--- src/rtl/control_fsm.sv ---
// control_fsm: multi-cycle fetch/decode/exec/mem/wb sequencer with req/ack memory handshakes.
// Define CTRL_PERF_CNT_EN to add the retired_cnt/stall_cnt performance counters.
module control_fsm #(
  parameter int INST_W    = 9,
  parameter int REG_IDX_W = 4,
  parameter int KEY_W     = 5
) (
  input  logic                 clk,
  input  logic                 reset,
  input  logic [INST_W-1:0]    inst,
  input  logic                 inst_ack,
  input  logic                 mem_ack,
  input  logic                 z,
  input  logic                 c,
  input  logic                 n,
  input  logic                 v,
  output logic                 inst_req,
  output logic                 pc_inc,
  output logic                 branch_en,
  output logic [KEY_W-1:0]     key,
  output logic                 memory_read_en,
  output logic                 memory_write_en,
  output logic                 reg_write_en,
  output logic [REG_IDX_W-1:0] reg_write_number,
  output logic [REG_IDX_W-1:0] reg_from_number,
  output logic                 reg_to_reg,
  output logic                 fetch_acc_en,
  output logic                 halted
`ifdef CTRL_PERF_CNT_EN
  ,
  output logic [31:0]          retired_cnt,
  output logic [31:0]          stall_cnt
`endif
);

  typedef enum logic [2:0] {
    S_FETCH, S_DECODE, S_EXEC, S_MEM, S_WB, S_HALT
  } state_t;

  state_t            state_q, state_d;
  logic [INST_W-1:0] ir_q, ir_d;
  logic [3:0]        f_q, f_d;          // {z, c, n, v}
  logic              active_q, active_d;
  logic              unused_flag_v;

  logic                 is_br, is_acc, is_halt, is_load, is_store, is_mv_to, is_mv_from, taken;
  logic [2:0]           sub;
  logic [3:0]           op;
  logic [REG_IDX_W-1:0] idx;

  assign unused_flag_v = f_q[0];

  assign is_br      = ir_q[INST_W-1];
  assign sub        = ir_q[INST_W-2 -: 3];
  assign op         = ir_q[INST_W-2 -: 4];
  assign idx        = ir_q[REG_IDX_W-1:0];
  assign is_acc     = is_br && (sub == 3'b100);
  assign is_halt    = is_br && (sub == 3'b111);
  assign is_load    = !is_br && (op == 4'b0000);
  assign is_store   = !is_br && (op == 4'b0001);
  assign is_mv_to   = !is_br && (op == 4'b1100);
  assign is_mv_from = !is_br && (op == 4'b1101);

  always_comb begin
    taken = 1'b0;
    case (sub)
      3'b000:  taken = f_q[1] & ~f_q[3];
      3'b001:  taken = ~f_q[1] & ~f_q[3];
      3'b010:  taken = f_q[3];
      3'b011:  taken = 1'b1;
      3'b101:  taken = ~f_q[3];
      3'b110:  taken = f_q[2];
      default: taken = 1'b0;
    endcase
  end

  always_comb begin
    state_d          = state_q;
    ir_d             = ir_q;
    f_d              = f_q;
    active_d         = 1'b1;
    inst_req         = 1'b0;
    pc_inc           = 1'b0;
    branch_en        = 1'b0;
    memory_read_en   = 1'b0;
    memory_write_en  = 1'b0;
    reg_write_en     = 1'b0;
    reg_write_number = '0;
    reg_from_number  = '0;
    reg_to_reg       = 1'b0;
    fetch_acc_en     = 1'b0;
    halted           = 1'b0;
    case (state_q)
      // active_q keeps the request low until the first edge after reset releases
      S_FETCH: begin
        if (active_q) begin
          inst_req = 1'b1;
          if (inst_ack) begin
            ir_d    = inst;
            state_d = S_DECODE;
          end
        end
      end
      S_DECODE: begin
        f_d     = {z, c, n, v};
        state_d = S_EXEC;
      end
      S_EXEC: begin
        state_d = S_FETCH;
        if (is_halt) begin
          state_d = S_HALT;
        end else if (is_acc) begin
          fetch_acc_en = 1'b1;
          reg_write_en = 1'b1;
          pc_inc       = 1'b1;
        end else if (is_br) begin
          branch_en = taken;
          pc_inc    = !taken;
        end else if (is_load || is_store) begin
          state_d = S_MEM;
        end else begin
          reg_write_en = 1'b1;
          pc_inc       = 1'b1;
          if (is_mv_to) begin
            reg_to_reg       = 1'b1;
            reg_write_number = idx;
          end else begin
            reg_to_reg      = is_mv_from;
            reg_from_number = idx;
          end
        end
      end
      S_MEM: begin
        memory_read_en  = is_load;
        memory_write_en = is_store;
        reg_from_number = idx;
        if (mem_ack) begin
          // STORE retires in its ack cycle, so this one strobe follows mem_ack directly
          if (is_load) begin
            state_d = S_WB;
          end else begin
            pc_inc  = !reset;
            state_d = S_FETCH;
          end
        end
      end
      S_WB: begin
        reg_write_en = 1'b1;
        pc_inc       = 1'b1;
        state_d      = S_FETCH;
      end
      S_HALT: halted = 1'b1;
      default: state_d = S_FETCH;
    endcase
    key = (branch_en || fetch_acc_en) ? ir_q[KEY_W-1:0] : '0;
  end

  always_ff @(posedge clk) begin
    if (reset) begin
      state_q  <= S_FETCH;
      ir_q     <= '0;
      f_q      <= '0;
      active_q <= 1'b0;
    end else begin
      state_q  <= state_d;
      ir_q     <= ir_d;
      f_q      <= f_d;
      active_q <= active_d;
    end
  end

`ifdef CTRL_PERF_CNT_EN
  logic [31:0] retired_q, retired_d, stall_q, stall_d;

  always_comb begin
    retired_d = retired_q;
    stall_d   = stall_q;
    if (pc_inc || branch_en)
      retired_d = retired_q + 32'd1;
    if ((inst_req && !inst_ack) || ((memory_read_en || memory_write_en) && !mem_ack))
      stall_d = stall_q + 32'd1;
  end

  always_ff @(posedge clk) begin
    if (reset) begin
      retired_q <= '0;
      stall_q   <= '0;
    end else begin
      retired_q <= retired_d;
      stall_q   <= stall_d;
    end
  end

  assign retired_cnt = retired_q;
  assign stall_cnt   = stall_q;
`endif

endmodule

--- config.mk ---
export PLATFORM = sky130hd
export DESIGN_NAME = control_fsm
export DESIGN_NICKNAME = d
export VERILOG_FILES = /design/src/rtl/control_fsm.sv
export SDC_FILE = /design/constraint.sdc
export NUM_CORES = 1
export LEC_CHECK = 0
export CORE_MARGIN = 1.5
export CORE_UTILIZATION = 49
export DETAILED_ROUTE_END_ITERATION = 10
export PLACE_DENSITY = 0.95
export SYNTH_ARGS = -nofsm -noshare
export SYNTH_HDL_FRONTEND = slang
export SYNTH_SLANG_ARGS = --single-unit
--- constraint.sdc ---
create_clock -name clk -period 3.5 [get_ports clk]
set_clock_uncertainty 0.1 [all_clocks]
set_input_delay 0.525 -clock clk [delete_from_list [all_inputs] [get_ports clk]]
set_output_delay 0.525 -clock clk [all_outputs]
set_load 0.01 [all_outputs]
== Word-level counts from Yosys, hierarchy flattened ==
Cells that the tools add are included.
Storage, ports and cells
  register bits after elaboration: 17
  input port bits: 17
Operators by class
  eq/ne operators: 18
  bitwise operators: 5
  mux-type cells: 53
  reduce and logical (&&, ||, !) cells: 16
Operator list (number)
  two-way mux 4 bit: 11
  two-way mux 1 bit: 28
  == test 3 bit, second input constant: 6
  two-way mux 3 bit: 5
  case mux 3 bit (5 select lines): 1
  == test 3 x 2 -> 1 bit, second input constant: 4
  == test 4 bit, second input constant: 2
  case mux 4 bit (2 select lines): 1
  == test 3 x 1 -> 1 bit, second input constant: 2
  logical AND 1 bit: 6
  logical NOT 3 bit: 2
  two-way mux 2 bit: 3
  != test 2 bit, second input constant: 3
  case mux 1 bit (6 select lines): 1
  two-way mux 5 bit: 1
  == test 4 x 1 -> 1 bit, second input constant: 1
  logical NOT 4 bit: 1
  AND reduction 4 bit: 1
  logical NOT 1 bit: 3
  NOT 1 bit: 3
  case mux 1 bit (3 select lines): 1
  AND reduction 3 bit: 1
  bitwise AND 1 bit: 2
  logical OR 1 bit: 2
  case mux 1 bit (2 select lines): 1

== Depth between registers and ports, before layout ==
  word-level depth: 9
  gate-level depth with buffers: 6
  mapped depth without buffers: 4

== Worst setup path before layout ==
OpenSTA, ideal clock, no wires.
  kind: register to output
  from: register f_q[3]
  to: output port branch_en
  cell stages (with the launch flop): 6
  setup slack: 1591 ps
  path buffers: 1
  arrival: 1284 ps
  cells stage by stage: dfxtp_1 buf_6 or4b_1 a21oi_1 a221oi_1 nor2_1
Between the ends
  longest elaborated chain between the ends: 7
Ends and longest elaborated chain
  from (decl): RTL line 42  | logic [3:0] f_q, f_d;
  from (signal assigned): RTL line 162  | f_q <= '0;
  from (signal assigned): RTL line 167  | f_q <= f_d;
  NOT 1 bit: RTL line 67, 68, 71
  bitwise AND 1 bit (on tied branches): RTL line 68, 67
  case mux 1 bit (6 select lines) *: RTL line 66  | case (sub)
  two-way mux 1 bit *: RTL line 116  | end else if (is_br) begin
  two-way mux 1 bit *: RTL line 112  | end else if (is_acc) begin
  two-way mux 1 bit *: RTL line 110  | if (is_halt) begin
  two-way mux 1 bit *: RTL line 93  | case (state_q)
  to (decl): RTL line 19  | output logic branch_en,
Every way passes the cells marked *; elsewhere a longest branch is shown, timed or not.

== Final worst setup path ==
  from: register ir_q[7]
  to: output port pc_inc
Between the ends
  longest elaborated chain between the ends: 8
Ends and longest elaborated chain
  from (decl): RTL line 41  | logic [INST_W-1:0] ir_q, ir_d;
  from (signal assigned): RTL line 166  | ir_q <= ir_d;
  parallel branches: the longest is 7 deep, another holds case mux 1 bit (6 select lines)
  case mux 1 bit (3 select lines) *: RTL line 93
  to (decl): RTL line 18  | output logic pc_inc,
Mark *: on every way between the ends.

==> results.md <==
- **library cells used by synthesis** 44
- **global-route wire length before repair** 4930 um
- **number of maximum-capacitance violations** 0
- **post-route antenna net violation count** 0
- **maximum number of pins on one net before global-route repair** 18
- **number of global-route vias before repair** 1149
- **number of instances in the synthesized netlist** 156
- **Clock Path Buffers** 2
- **type of the worst setup path** reg2out
- **clock latency on the worst-skew pair** 0.29 ns
- **DPL Wire Length** 2220 um
- **Synth Register Bits** 16
- **R2R cell count** 4
- **aggregate routed wire length** 2990 um
- **area of the mapped netlist** 1160 um^2
- **cell chosen for the clock root** sky130_fd_sc_hd__clkbuf_4
- **number of DRC markers after the initial detailed-route iteration** 34
- **Final Max Tran Viols** 0
- **clock tree from TritonCTS** yes
- **path category of the worst min-delay check** reg2reg
- **number of nets in the finished design** 204
- **type of element capturing the critical path** output port
- **number of hold violations in the final report** 0
- **number of instances resized during post-cts repair** 0
- **Area Overhead vs Synth** 33.2%
- **reported leakage power** 0.000525 uW
- **row cnt** 17
- **biggest area contributors in the synthesized netlist** sky130_fd_sc_hd__dfxtp_1, sky130_fd_sc_hd__a21oi_1, sky130_fd_sc_hd__nand2_1
- **Chip Height** 51.6 um
- **initial core utilization** 52.4%
- **overall via count from detail_route** 1230
- **global routing met1 resource utilization** 29.6%
- **largest area contributor in the synthesized netlist** sky130_fd_sc_hd__dfxtp_1
- **overall track demand over capacity in global routing** 24.5%
- **post-CTS setup buffer count** 0
- **overflow left after global routing** 0
- **hold_buf cts** 0
- **proportion of layout cells with a drive suffix above 1** 9.14%
- **Startpoint Class** flip-flop
- **portion of the clock cycle consumed by the worst path in the final layout** 87.0%
- **number of detailed-route iterations in the first pass** 6
- **Min Clock Period, post-route** 3.04 ns
- **total clock sinks** 16
- **net count after synthesis** 173
- **most used routing layer** met2
- **number of buffer cells added on primary ports** 37
- **slew margin rel.** 56.9%
- **f_max** 0.329 GHz
- **share of the synthesized area in the top cell type** 27.6%
- **layout filler cell count** 158
- **power per standard cell area** 283 nW/um^2
- **number of antenna violations at the first check in global routing** 0
- **Die Span X** 51.6 um
- **yosys synthesis warning count** 0
- **global routing usage on met2** 40.8%
- **slew at the pin closest to its max-slew limit** 0.645 ns
- **Worst-path clk slew** 0.10 ns
- **maximum fanout count along the critical path** 16
- **number of remaining DRC errors** 0
- **area enclosed by the die boundary** 2670 um^2
- **met3 usage in global routing** 4.60%
- **count of boundary I/O pins** 39
- **number of instances on the worst hold path** 2
- **average wire per standard cell** 14.0 um
- **core region area** 2210 um^2
- **part of the Yosys area used for sequential elements** 27.6%
- **highest ir drop seen on vdd** 0.000243 V
- **status** completed
- **setup repair after global routing missed its margin** false
- **final weighted congestion in routability-driven placement** 0.806
- **Final Core Density** 69.7%
- **Worst EP required** 2.87 ns
- **Antenna Cells** 0
- **deepest level of the CTS H-tree** 1
- **Num CTS Buffers** 3
- **data arrival time at the worst-slack endpoint** 2.42 ns
- **Via density** 5.75
- **aggregate negative setup slack** 0 ns
- **syn_area_per_cell** 7.43 um^2
- **# setup viols final** 0
## metrics by stage
stage / setup slack [ns] / hold WS (ns) / total power, uW / instances / instance area [um^2]
2_1_floorplan: 1.59 / 0.358 / 279 / 156 / 1160
3_3_place_gp: 0.864 / 0.382 / 308 / 210 / 1510
3_5_place_dp: 0.811 / 0.394 / 314 / 210 / 1510
4_1_cts: 0.468 / 0.410 / 439 / 214 / 1540
5_1_grt: 0.296 / 0.430 / 462 / 214 / 1540
6_report: 0.457 / 0.407 / 437 / 214 / 1540
## cells by family (layout without fill, tap and decap cells)
logic type,Yosys count,after routing,share of synthesized area [%]
multiplexers,3,3,2.59
flip-flops,16,16,27.6
buffers and inverters,17,47,7.88
AND/OR/NAND/NOR,84,84,41.3
AO/OA/AOI/OAI,36,36,20.6
## layout make-up
cell class	count	area, um^2	share of cell area (%)
multi-input cells	123	747	48.4
inverters	3	11.3	0.730
clock buffers	4	36.3	2.35
flip-flops and latches	16	320	20.8
well taps	28	35.0	2.27
repair buffers	40	393	25.5
## synth_stat cells
master,number
sky130_fd_sc_hd__a211oi_1,1
sky130_fd_sc_hd__a21o_1,1
sky130_fd_sc_hd__a21oi_1,19
sky130_fd_sc_hd__a221oi_1,1
sky130_fd_sc_hd__a221oi_2,1
sky130_fd_sc_hd__a31oi_1,2
sky130_fd_sc_hd__and2_1,8
sky130_fd_sc_hd__and4_1,1
sky130_fd_sc_hd__and4b_1,1
sky130_fd_sc_hd__buf_2,6
sky130_fd_sc_hd__buf_4,3
sky130_fd_sc_hd__buf_6,1
sky130_fd_sc_hd__clkbuf_1,3
sky130_fd_sc_hd__clkbuf_2,1
sky130_fd_sc_hd__dfxtp_1,16
sky130_fd_sc_hd__inv_1,3
sky130_fd_sc_hd__mux2i_1,3
sky130_fd_sc_hd__nand2_1,25
sky130_fd_sc_hd__nand2_2,1
sky130_fd_sc_hd__nand2b_1,4
sky130_fd_sc_hd__nand3_1,10
sky130_fd_sc_hd__nand3b_1,1
sky130_fd_sc_hd__nand4_1,1
sky130_fd_sc_hd__nand4b_1,1
sky130_fd_sc_hd__nor2_1,13
sky130_fd_sc_hd__nor2b_1,5
sky130_fd_sc_hd__nor3_1,1
sky130_fd_sc_hd__nor3_2,1
sky130_fd_sc_hd__nor3b_1,3
sky130_fd_sc_hd__nor4_1,1
sky130_fd_sc_hd__nor4_4,2
sky130_fd_sc_hd__nor4b_2,1
sky130_fd_sc_hd__o21a_1,1
sky130_fd_sc_hd__o21ai_0,2
sky130_fd_sc_hd__o21bai_1,1
sky130_fd_sc_hd__o22a_1,1
sky130_fd_sc_hd__o22ai_2,1
sky130_fd_sc_hd__o311a_1,1
sky130_fd_sc_hd__o311ai_0,1
sky130_fd_sc_hd__o31ai_1,2
sky130_fd_sc_hd__o31ai_2,1
sky130_fd_sc_hd__or2_2,2
sky130_fd_sc_hd__or4_1,1
sky130_fd_sc_hd__or4b_1,1
## metal layers
metal,routed length [um],vias to the layer above,part of all wire (%)
met5,0,-,0
met4,76,0,2.5
met1,1230,538,41
met3,244,10,8.2
li1,-,612,-
met2,1440,70,48
## state kept, by name (all words and copies together), names as in the netlist
register,count
state_q,3
active_q,1
ir_q,9
f_q,3
## cell usage in the layout (no fill, tap or decap), drive strengths merged, types with 2 or more instances in the layout
| cell type | instances |
|---|---|
| dfxtp | 16 |
| inv | 3 |
| nor3 | 2 |
| nand2 | 26 |
| nand3 | 10 |
| o21ai | 2 |
| nand2b | 4 |
| a21oi | 19 |
| a31oi | 2 |
| nor2b | 5 |
| a221oi | 2 |
| clkdlybuf4s50 | 37 |
| nor4 | 3 |
| and2 | 8 |
| buf | 3 |
| clkbuf | 4 |
| nor2 | 13 |
| or2 | 2 |
| nor3b | 3 |
| mux2i | 3 |
| o31ai | 3 |
## critical path, stage by stage (launching register included)
cell                              delay [ns]
sky130_fd_sc_hd__dfxtp_1                0.66
sky130_fd_sc_hd__nor2b_1                0.16
sky130_fd_sc_hd__nor3b_1                0.17
sky130_fd_sc_hd__o311a_1                0.32
sky130_fd_sc_hd__o31ai_2                0.24
sky130_fd_sc_hd__clkdlybuf4s50_1        0.57
## path summary, 6_finish.rpt
path              slack, ns               startpoint              endpoint
setup / recovery       0.46     ir_q[7]$_SDFFE_PP0P_                pc_inc
hold / removal         0.41     ir_q[0]$_SDFFE_PP0P_  ir_q[0]$_SDFFE_PP0P_
setup reg to reg       1.82  state_q[0]$_SDFFE_PP0P_   f_q[3]$_SDFFE_PP0N_
hold reg to reg        0.41     ir_q[0]$_SDFFE_PP0P_  ir_q[0]$_SDFFE_PP0P_
## where the power goes
part | internal [uW] | switching, uW | total, uW
sequential | 192 | 21.4 | 213
clock | 63.4 | 62.7 | 126
combinational | 50.3 | 47.9 | 98.1
total | 305 | 132 | 437
No activity file was read; power rests on OpenSTA's default activity.
